--- src/rtl/reset_sequencer_pkg.sv ---
`default_nettype none
// ============================================================================
//  Module      : reset_sequencer_pkg
//  Description : Shared types, constants and helpers for the reset sequencer.
//  Revision    : 1.0 - initial release
// ============================================================================
package reset_sequencer_pkg;

    typedef enum logic [1:0] {
        ST_POR   = 2'd0,
        ST_HOLD  = 2'd1,
        ST_STAGE = 2'd2,
        ST_RUN   = 2'd3
    } state_t;

    typedef enum logic [1:0] {
        CAUSE_POR    = 2'd0,
        CAUSE_PLL    = 2'd1,
        CAUSE_BUTTON = 2'd2,
        CAUSE_SOFT   = 2'd3
    } cause_t;

    localparam int c_SYNC_STAGES = 2;

    // Microseconds to clock cycles, never less than one cycle.
    function automatic int us_to_cycles(input int freq, input int us);
        int cyc;
        cyc = (freq / 1_000_000) * us;
        return (cyc < 1) ? 1 : cyc;
    endfunction

endpackage
`default_nettype wire

--- src/rtl/reset_debounce.sv ---
`default_nettype none
// ============================================================================
//  Module      : reset_debounce
//  Description : Synchronizer, debounce filter and rising-edge detector.
//  Revision    : 1.0 - initial release
// ============================================================================
module reset_debounce
    import reset_sequencer_pkg::*;
#(
    parameter int CYCLES = 1
) (
    input  logic i_clock,
    input  logic i_reset,
    input  logic i_async,
    output logic o_rise
);

    localparam int                 c_CNT_W = $clog2(CYCLES + 1);
    localparam logic [c_CNT_W-1:0] c_LAST  = c_CNT_W'(CYCLES - 1);

    logic [c_SYNC_STAGES-1:0] r_sync_q;
    logic [c_CNT_W-1:0]       r_cnt_q;
    logic [c_CNT_W-1:0]       w_cnt_d;
    logic                     r_level_q;
    logic                     w_level_d;
    logic                     r_rise_q;
    logic                     w_sample;

    assign w_sample = r_sync_q[c_SYNC_STAGES-1];

    // Counting only while the sample disagrees with the accepted level is
    // equivalent to restarting on every change of the synchronized input.
    always_comb begin
        w_cnt_d   = r_cnt_q;
        w_level_d = r_level_q;
        if (w_sample == r_level_q) begin
            w_cnt_d = '0;
        end else if (r_cnt_q >= c_LAST) begin
            w_level_d = w_sample;
            w_cnt_d   = '0;
        end else begin
            w_cnt_d = r_cnt_q + 1'b1;
        end
    end

    always_ff @(posedge i_clock) begin
        if (i_reset) begin
            r_sync_q  <= '0;
            r_cnt_q   <= '0;
            r_level_q <= 1'b0;
            r_rise_q  <= 1'b0;
        end else begin
            r_sync_q  <= {r_sync_q[c_SYNC_STAGES-2:0], i_async};
            r_cnt_q   <= w_cnt_d;
            r_level_q <= w_level_d;
            r_rise_q  <= w_level_d & ~r_level_q;
        end
    end

    assign o_rise = r_rise_q;

endmodule
`default_nettype wire

--- src/rtl/reset_sequencer.sv ---
`default_nettype none
// ============================================================================
//  Module      : reset_sequencer
//  Description : System/CPU reset sequencing and SIL9024 reset stretching.
//  Revision    : 1.0 - initial release
// ============================================================================
module reset_sequencer
    import reset_sequencer_pkg::*;
#(
    parameter int FREQUENCY    = 100_000_000,
    parameter int HOLD_US      = 10,
    parameter int STAGE_CYCLES = 16,
    parameter int DEBOUNCE_US  = 1000,
    parameter int SIL_US       = 100
) (
    input  logic       i_clock,
    input  logic       i_reset,
    input  logic       i_button,
    input  logic       i_pll_locked,
    input  logic       i_reset_switch,
    input  logic       i_sil9024_reset,
    output logic       o_reset,
    output logic       o_cpu_reset,
    output logic       o_sil9024_reset,
    output logic [1:0] o_cause,
    output logic       o_busy
);

    localparam int c_HOLD_CYC     = us_to_cycles(FREQUENCY, HOLD_US);
    localparam int c_DEBOUNCE_CYC = us_to_cycles(FREQUENCY, DEBOUNCE_US);
    localparam int c_SIL_CYC      = us_to_cycles(FREQUENCY, SIL_US);
    localparam int c_STAGE_CYC    = (STAGE_CYCLES < 1) ? 1 : STAGE_CYCLES;
    localparam int c_CNT_MAX      = (c_HOLD_CYC > c_STAGE_CYC) ? c_HOLD_CYC : c_STAGE_CYC;
    localparam int c_CNT_W        = $clog2(c_CNT_MAX + 1);
    localparam int c_SIL_W        = $clog2(c_SIL_CYC + 1);

    localparam logic [c_CNT_W-1:0] c_HOLD_LAST  = c_CNT_W'(c_HOLD_CYC - 1);
    localparam logic [c_CNT_W-1:0] c_STAGE_LAST = c_CNT_W'(c_STAGE_CYC - 1);
    localparam logic [c_SIL_W-1:0] c_SIL_LOAD   = c_SIL_W'(c_SIL_CYC);

    logic [c_SYNC_STAGES-1:0] r_pll_sync_q;
    logic                     w_pll_lost;
    logic                     w_btn_rise;
    logic                     w_restart;

    state_t                   r_state_q;
    state_t                   w_state_d;
    logic [c_CNT_W-1:0]       r_cnt_q;
    logic [c_CNT_W-1:0]       w_cnt_d;

    cause_t                   r_cause_q;
    cause_t                   w_cause_d;
    logic                     r_reset_q;
    logic                     w_reset_d;
    logic                     r_cpu_reset_q;
    logic                     w_cpu_reset_d;
    logic                     r_busy_q;
    logic                     w_busy_d;

    logic                     r_sil_prev_q;
    logic [c_SIL_W-1:0]       r_sil_cnt_q;
    logic [c_SIL_W-1:0]       w_sil_cnt_d;
    logic                     r_sil_q;
    logic                     w_sil_d;

    reset_debounce #(
        .CYCLES (c_DEBOUNCE_CYC)
    ) u_button (
        .i_clock (i_clock),
        .i_reset (i_reset),
        .i_async (i_button),
        .o_rise  (w_btn_rise)
    );

    assign w_pll_lost = ~r_pll_sync_q[c_SYNC_STAGES-1];
    assign w_restart  = w_btn_rise | i_reset_switch;

    always_ff @(posedge i_clock) begin
        if (i_reset) begin
            r_state_q <= ST_POR;
            r_cnt_q   <= '0;
        end else begin
            r_state_q <= w_state_d;
            r_cnt_q   <= w_cnt_d;
        end
    end

    always_comb begin
        w_state_d = r_state_q;
        w_cnt_d   = '0;
        case (r_state_q)
            ST_POR: begin
                if (!w_pll_lost) begin
                    w_state_d = ST_HOLD;
                end
            end
            ST_HOLD: begin
                if (w_pll_lost) begin
                    w_state_d = ST_POR;
                end else if (w_restart) begin
                    w_state_d = ST_HOLD;
                end else if (r_cnt_q >= c_HOLD_LAST) begin
                    w_state_d = ST_STAGE;
                end else begin
                    w_cnt_d = r_cnt_q + 1'b1;
                end
            end
            ST_STAGE: begin
                if (w_pll_lost) begin
                    w_state_d = ST_POR;
                end else if (w_restart) begin
                    w_state_d = ST_HOLD;
                end else if (r_cnt_q >= c_STAGE_LAST) begin
                    w_state_d = ST_RUN;
                end else begin
                    w_cnt_d = r_cnt_q + 1'b1;
                end
            end
            ST_RUN: begin
                if (w_pll_lost) begin
                    w_state_d = ST_POR;
                end else if (w_restart) begin
                    w_state_d = ST_HOLD;
                end
            end
            default: begin
                w_state_d = ST_POR;
            end
        endcase
    end

    // Outputs decode the next state so they change in the same cycle as the
    // state register; POR waiting for lock is not a new cause.
    always_comb begin
        w_reset_d     = (w_state_d == ST_POR) || (w_state_d == ST_HOLD);
        w_cpu_reset_d = (w_state_d != ST_RUN);
        w_busy_d      = (w_state_d != ST_RUN);
        w_cause_d     = r_cause_q;
        if (r_state_q != ST_POR) begin
            if (w_pll_lost) begin
                w_cause_d = CAUSE_PLL;
            end else if (w_btn_rise) begin
                w_cause_d = CAUSE_BUTTON;
            end else if (i_reset_switch) begin
                w_cause_d = CAUSE_SOFT;
            end
        end
    end

    always_comb begin
        if (i_sil9024_reset && !r_sil_prev_q) begin
            w_sil_cnt_d = c_SIL_LOAD;
        end else if (r_sil_cnt_q != '0) begin
            w_sil_cnt_d = r_sil_cnt_q - 1'b1;
        end else begin
            w_sil_cnt_d = '0;
        end
        w_sil_d = i_sil9024_reset || (w_sil_cnt_d != '0) || w_reset_d;
    end

    always_ff @(posedge i_clock) begin
        if (i_reset) begin
            r_pll_sync_q  <= '0;
            r_reset_q     <= 1'b1;
            r_cpu_reset_q <= 1'b1;
            r_busy_q      <= 1'b1;
            r_cause_q     <= CAUSE_POR;
            r_sil_prev_q  <= 1'b0;
            r_sil_cnt_q   <= '0;
            r_sil_q       <= 1'b1;
        end else begin
            r_pll_sync_q  <= {r_pll_sync_q[c_SYNC_STAGES-2:0], i_pll_locked};
            r_reset_q     <= w_reset_d;
            r_cpu_reset_q <= w_cpu_reset_d;
            r_busy_q      <= w_busy_d;
            r_cause_q     <= w_cause_d;
            r_sil_prev_q  <= i_sil9024_reset;
            r_sil_cnt_q   <= w_sil_cnt_d;
            r_sil_q       <= w_sil_d;
        end
    end

    assign o_reset         = r_reset_q;
    assign o_cpu_reset     = r_cpu_reset_q;
    assign o_busy          = r_busy_q;
    assign o_cause         = r_cause_q;
    assign o_sil9024_reset = r_sil_q;

endmodule
`default_nettype wire

--- config.mk ---
export PLATFORM = sky130hd
export DESIGN_NAME = reset_sequencer
export DESIGN_NICKNAME = d
export VERILOG_FILES = /design/src/rtl/reset_sequencer_pkg.sv /design/src/rtl/reset_debounce.sv /design/src/rtl/reset_sequencer.sv
export SDC_FILE = /design/constraint.sdc
export NUM_CORES = 1
export LEC_CHECK = 0
export ABC_AREA = 1
export ABC_CLOCK_PERIOD_IN_PS = 2280
export BUFFER_PORTS_ARGS = -buffer_cell sky130_fd_sc_hd__buf_2
export CAP_MARGIN = 20
export CORE_UTILIZATION = 50
export CTS_CLUSTER_DIAMETER = 50
export DETAILED_ROUTE_END_ITERATION = 10
export GPL_TIMING_DRIVEN = 1
export PLACE_DENSITY = 0.76
export REMOVE_ABC_BUFFERS = 1
export SLEW_MARGIN = 15
export SYNTH_ARGS = -nofsm -noshare
export SYNTH_HDL_FRONTEND = slang
export SYNTH_SLANG_ARGS = --single-unit
--- constraint.sdc ---
create_clock -name i_clock -period 2.28 [get_ports i_clock]
set_clock_uncertainty 0.1 [all_clocks]
set_input_delay 0.228 -clock i_clock [delete_from_list [all_inputs] [get_ports i_clock]]
set_output_delay 0.228 -clock i_clock [all_outputs]
set_load 0.01 [all_outputs]
Yosys cells after proc, flatten, opt, wreduce, memory -nomap -nowiden
Index checks and enable logic that the tools add are counted.
{"block": "word_totals", "regBits": 55, "input_bits": 6, "output_inout_bits": 6, "wordCells": 65}
{"block": "op_classes", "n_addsub": 3, "n_lt_le_gt_ge": 3, "n_eq_ne": 7, "muxes": 24, "n_bitwise": 3, "reduce_logical": 12}
{"op": "$mux 10", "n": 6}
{"op": "$mux 14", "n": 2}
{"op": "$reduce_bool 14->1", "n": 2}
{"op": "$mux 2", "n": 12}
{"op": "$pmux 10 s2", "n": 1}
{"op": "$add 17x1->17 const B", "n": 1}
{"op": "$ge 17x17->1 const B", "n": 1}
{"op": "$sub 14x1->14 const B", "n": 1}
{"op": "$add 10x1->10 const B", "n": 1}
{"op": "$ge 10x10->1 const B", "n": 1}
{"op": "$ge 10x4->1 const B", "n": 1}
{"op": "$pmux 2 s4", "n": 1}
{"op": "$eq 2x1->1 const B", "n": 2}
{"op": "$eq 2x2->1 const B", "n": 2}
{"op": "$logic_not 2->1", "n": 2}
{"op": "$logic_or 1x1->1", "n": 3}
{"op": "$ne 3x2->1 const B", "n": 1}
{"op": "$reduce_or 3->1", "n": 1}
{"op": "$mux 1", "n": 2}
{"op": "$ne 2x2->1 const B", "n": 1}
{"op": "$reduce_and 2->1", "n": 1}
{"op": "$reduce_bool 2->1", "n": 1}
{"op": "$and 1x1->1", "n": 1}
{"op": "$eq 1x1->1", "n": 1}
{"op": "other kinds (4)", "n": 4}

Depth between registers and ports, before layout
{"block": "depth", "depth_word": 8, "ltp_mapped": 12, "mapped_depth_nobuf": 11}

By module
From an unflattened synthesis, not the netlist that was laid out.
{"block": "unflattened", "hier_cells": 390, "area_unflattened_um2": 2822.7}
{"module": "reset_sequencer", "instances": 1, "cells_per_inst": 250, "area_each_um2": 1752.9}
{"module": "reset_debounce", "instances": 1, "cells_per_inst": 140, "area_each_um2": 1069.8}

Least setup slack after synthesis
OpenSTA, ideal clock, no wires.
{"block": "synth_path", "kind": "register -> register", "startpoint": "reg r_sil_cnt_q[0]", "endpoint": "reg r_sil_q (netlist: o_sil9024_reset)", "setup_time_ns": 0.118, "arrival_time_ns": 1.481, "required_time_ns": 2.062, "path_slack_ns": 0.581, "stages_incl_launch_ff": 11, "synth_period_minus_slack_ns": 1.699, "path_cell_list": "dfxtp_1 > inv_1 > ha_1 > nand2_4 > nor2_4 > nand2_4 > buf_6 > nand3_1 > nand3_1 > nor3_2 > nand2_1"}
{"block": "synth_between", "elab_chain_len": 6, "elab_cells_between_ends": 7, "classes_between": "add/sub: 1; mux: 2; reduce/logical: 4"}
{"item": "start, declared", "line": "reset_sequencer.sv:61", "text": "logic [c_SIL_W-1:0] r_sil_cnt_q;"}
{"item": "start signal, assigned", "line": "reset_sequencer.sv:178", "text": "r_sil_cnt_q <= w_sil_cnt_d;"}
{"item": "$sub 14x1->14 / $reduce_bool 14->1 (equally long branches)", "line": "reset_sequencer.sv:154, reset_sequencer.sv:153"}
{"item": "$mux 14 (*)", "line": "reset_sequencer.sv:153", "text": "end else if (r_sil_cnt_q != '0) begin"}
{"item": "$mux 14 (*)", "line": "reset_sequencer.sv:151", "text": "if (i_sil9024_reset && !r_sil_prev_q) begin"}
{"item": "$reduce_bool 14->1 (*)", "line": "reset_sequencer.sv:158", "text": "w_sil_d = i_sil9024_reset || (w_sil_cnt_d != '0) || w_reset_d;"}
{"item": "$logic_or 1x1->1 (*) (2 in series)", "line": "reset_sequencer.sv:158"}
{"item": "end signal, assigned", "line": "reset_sequencer.sv:179", "text": "r_sil_q <= w_sil_d;"}
{"item": "end, declared", "line": "reset_sequencer.sv:63", "text": "logic r_sil_q;"}
Mark *: on every way between the ends. The rest lies on a longest branch, timed or not.
A chain may end at the register's enable or synchronous reset.

Final worst setup path
Same ends and word-level chain as after synthesis.

==> flow_summary.json <==
{
  "clockBufferDepth": 2,
  "critical_path.startpoint": "r_sil_cnt_q[0]",
  "min_period_over_period_pct": 81.06,
  "h-tree-depth": 2,
  "grt_antenna_before_repair": 0,
  "area_fraction_of_the_dominant_cell_type_after_synthesis_pct": 40.67,
  "p_per_area_nw_per_um2": 753.2,
  "antenna-diode-count": 0,
  "drv_cap": 0,
  "critical_path_peak_fanout": 14,
  "rsz_0062_raised_after_global_routing": "false",
  "die_span_in_y_um": 75.59,
  "tns_ns": 0,
  "tightestPinTransition_ns": 0.3128,
  "detailedPlacementHpwl_um": 3602,
  "grt_remaining_overflow": 0,
  "grt_start_max_net_pins": 23,
  "first_global_vias": 1984,
  "clk-insertion-delay-late_ns": 0.30,
  "postCtsHoldBufs": 0,
  "detail_route.wirelength_um": 4982,
  "timing.critical_path.required_ns": 2.39,
  "synth_cell_types": 34,
  "commonest_cells_post_synth": "nand2_1, nor2_1, dfxtp_1",
  "cts_setup_buffers": 0,
  "post_route_cells_drive_above_1_share_pct": 11.46,
  "cts-root-buf": "clkbuf_8",
  "cts-buffers-inserted": 5,
  "antenna_violating_nets_post_route": 0,
  "adder_cell_share_of_the_synthesized_area_pct": 3.235,
  "synth_area_leaders": "dfxtp_1, nand2_1, nor2_1, inv_1, nand3_1",
  "critPathKind": "flop to flop",
  "worst-r2r-setup-slack_ns": 0.43,
  "finalSetupViolCount": 0,
  "worstHoldPathType": "primary input to flop",
  "vdd_drop_max_v": 0.0003708,
  "final_core_util_pct": 56.94,
  "worst_setup_path_start_kind": "flop",
  "postSynthRegisterBits": 55,
  "synth_flop_type": "dfxtp_1",
  "die_w_um": 75.59,
  "core_area_sq_um": 5172,
  "design.final.nets": 396,
  "dieArea_sq_um": 5713,
  "postCtsResizedCells": 0,
  "synth_top_family_by_area": "simple AND/OR/NAND/NOR gates",
  "floorplan.initialDensity_pct": 52.35,
  "max_freq_mhz": 541.1,
  "synth_enable_flop_cells": 0,
  "clkSlewWorstSetupHoldPaths_ns": 0.10,
  "synth_xor_xnor_area_share_pct": 5.499,
  "yosys.area_share.simple_pct": 37.89,
  "warning_count_from_the_yosys_run": 0,
  "post-synth-top-count-cell": "nand2_1",
  "port_buffers": 11,
  "global_route.usage.total_pct": 18.85,
  "gpl.final_weighted_congestion": 0.8686,
  "cp-end-kind": "flop",
  "via_count": 2280,
  "rows": 26,
  "worst_slew_slack_as_a_fraction_of_its_limit_pct": 78.96,
  "rr_startpoint": "r_sil_cnt_q[0]",
  "grt_pass1_wl_um": 8342,
  "area_fraction_in_compound_gates_after_synthesis_pct": 5.222,
  "detail_route.vias_per_cell": 5.022,
  "synth-async-reset-ratio_pct": 0,
  "initialDrtViolationCount": 162,
  "cts_num_sinks": 55,
  "period_minus_slack_ns": 1.848,
  "syn2layout_area_growth_pct": 8.780,
  "synthMuxAreaShare_pct": 0,
  "p_leak_uw": 0.001293,
  "netlist_instances": 370,
  "cp.arrival_ns": 1.95,
  "io-pin-count": 12,
  "ys_seq_area_share_pct": 40.67,
  "worst_r2r_path_depth": 9,
  "synthesis.area_sq_um": 2708,
  "status": "completed",
  "tritoncts": "built",
  "worst_setup_path_endpoint": "o_sil9024_reset",
  "firstDrtPassIters": 4,
  "layout.filler_cells": 490,
  "final_max_slew_viol_count": 0,
  "yosys.area.top_type": "dfxtp_1",
  "synth.avg_cell_area_sq_um": 7.318,
  "wire_per_inst_um": 10.97,
  "drc_errors": 0,
  "report.final.hold_viol_count": 0,
  "critical_path.reg2reg.endpoint": "o_sil9024_reset"
}
state kept, by name, indices dropped and copies added (netlist names), 2 cells and up:
| register | count |
|---|---|
| r_state_q | 2 |
| u_button.r_cnt_q | 17 |
| r_sil_cnt_q | 14 |
| r_cnt_q | 10 |
| u_button.r_sync_q | 2 |
| r_pll_sync_q | 2 |
| o_cause | 2 |
how the worst min path moves through the flow:
stage / startpoint / endpoint / slack, ns / cells past startpoint
finish: i_pll_locked / r_pll_sync_q[0] / 0.03 / 3
global route: i_pll_locked / r_pll_sync_q[0] / 0.05 / 3
CTS: i_pll_locked / r_pll_sync_q[0] / 0.03 / 3
detailed placement: u_button.r_sync_q[0] / u_button.r_sync_q[1] / 0.30 / 2
global placement: u_button.r_sync_q[0] / u_button.r_sync_q[1] / 0.29 / 2
floorplan: i_reset / o_cause[1] / 0.20 / 1
where the power goes:
part | total (uW) | leakage [uW] | internal (uW) | switching [uW]
Clock | 738 | 0.0000654 | 439 | 300
Combinational | 429 | 0.000781 | 148 | 281
Sequential | 1050 | 0.000447 | 1000 | 47.0
Total | 2220 | 0.00129 | 1590 | 628
stage by stage:
step | setup slack [ns] | instances | hold WS (ns) | power [uW] | area [sq um]
final | 0.4319 | 454 | 0.02526 | 2218 | 2945
after detailed placement | 0.4402 | 446 | 0.2963 | 1494 | 2813
after global placement | 0.5108 | 446 | 0.2940 | 1484 | 2813
after floorplan | 0.6280 | 364 | 0.1971 | 1399 | 2663
after CTS | 0.4386 | 454 | 0.02684 | 2235 | 2945
after global routing | 0.2319 | 454 | 0.05117 | 2338 | 2945
final cells by class:
class	instances	area [sq um]	area share, %
multi-input cells	267	1404	47.66
clock inverters	2	60.06	2.039
clock buffers	6	72.57	2.464
flip-flops and latches	55	1101	37.38
repair buffers	12	62.56	2.124
well taps	70	87.58	2.974
inverters	42	157.7	5.353
cell families after synthesis:
kind of cell,count (synthesis)
AOI/OAI and AO/OA,25
DFF,55
and+or+nand+nor,218
xor gates and xnor gates,17
buffers and inverters,48
adders and majority gates,7
routing by layer:
layer  global-route usage (%)  routed length [um]  share of wire [%]  up-vias
li1                         -                   -                  -     1213
met1                    25.10                2431                 49     1011
met2                    31.45                2255                 45       50
met3                    3.571                 243                4.9        6
met4                    4.938                  51                1.0        0
met5                        0                   0                  0        -
critical path: stages (launching register included):
cell     delay (ns)
dfxtp_1        0.30
inv_1          0.13
ha_1           0.35
nand2_4        0.11
nor2_4         0.13
nand2_4        0.13
nand3_1        0.14
nand4_1        0.13
nor3_2         0.17
nand2_1        0.06
layout by cell type (no fill, tap or decap), types with 2 or more instances in the layout:
cell	n
nand2_4	3
xnor2_1	4
inv_1	36
nor2_1	71
bufinv_16	2
nor3_1	7
xor2_1	13
nor2_4	3
o21bai_1	4
o21ai_0	6
nand3_1	26
dfxtp_1	55
nor2_2	3
or2_2	2
nand3_2	4
buf_2	11
clkbuf_8	5
inv_2	6
nor3b_1	2
ha_1	7
a21oi_1	12
nand4_1	15
nand2_1	74
nand3b_1	2
(Power assumes the default switching activity.)
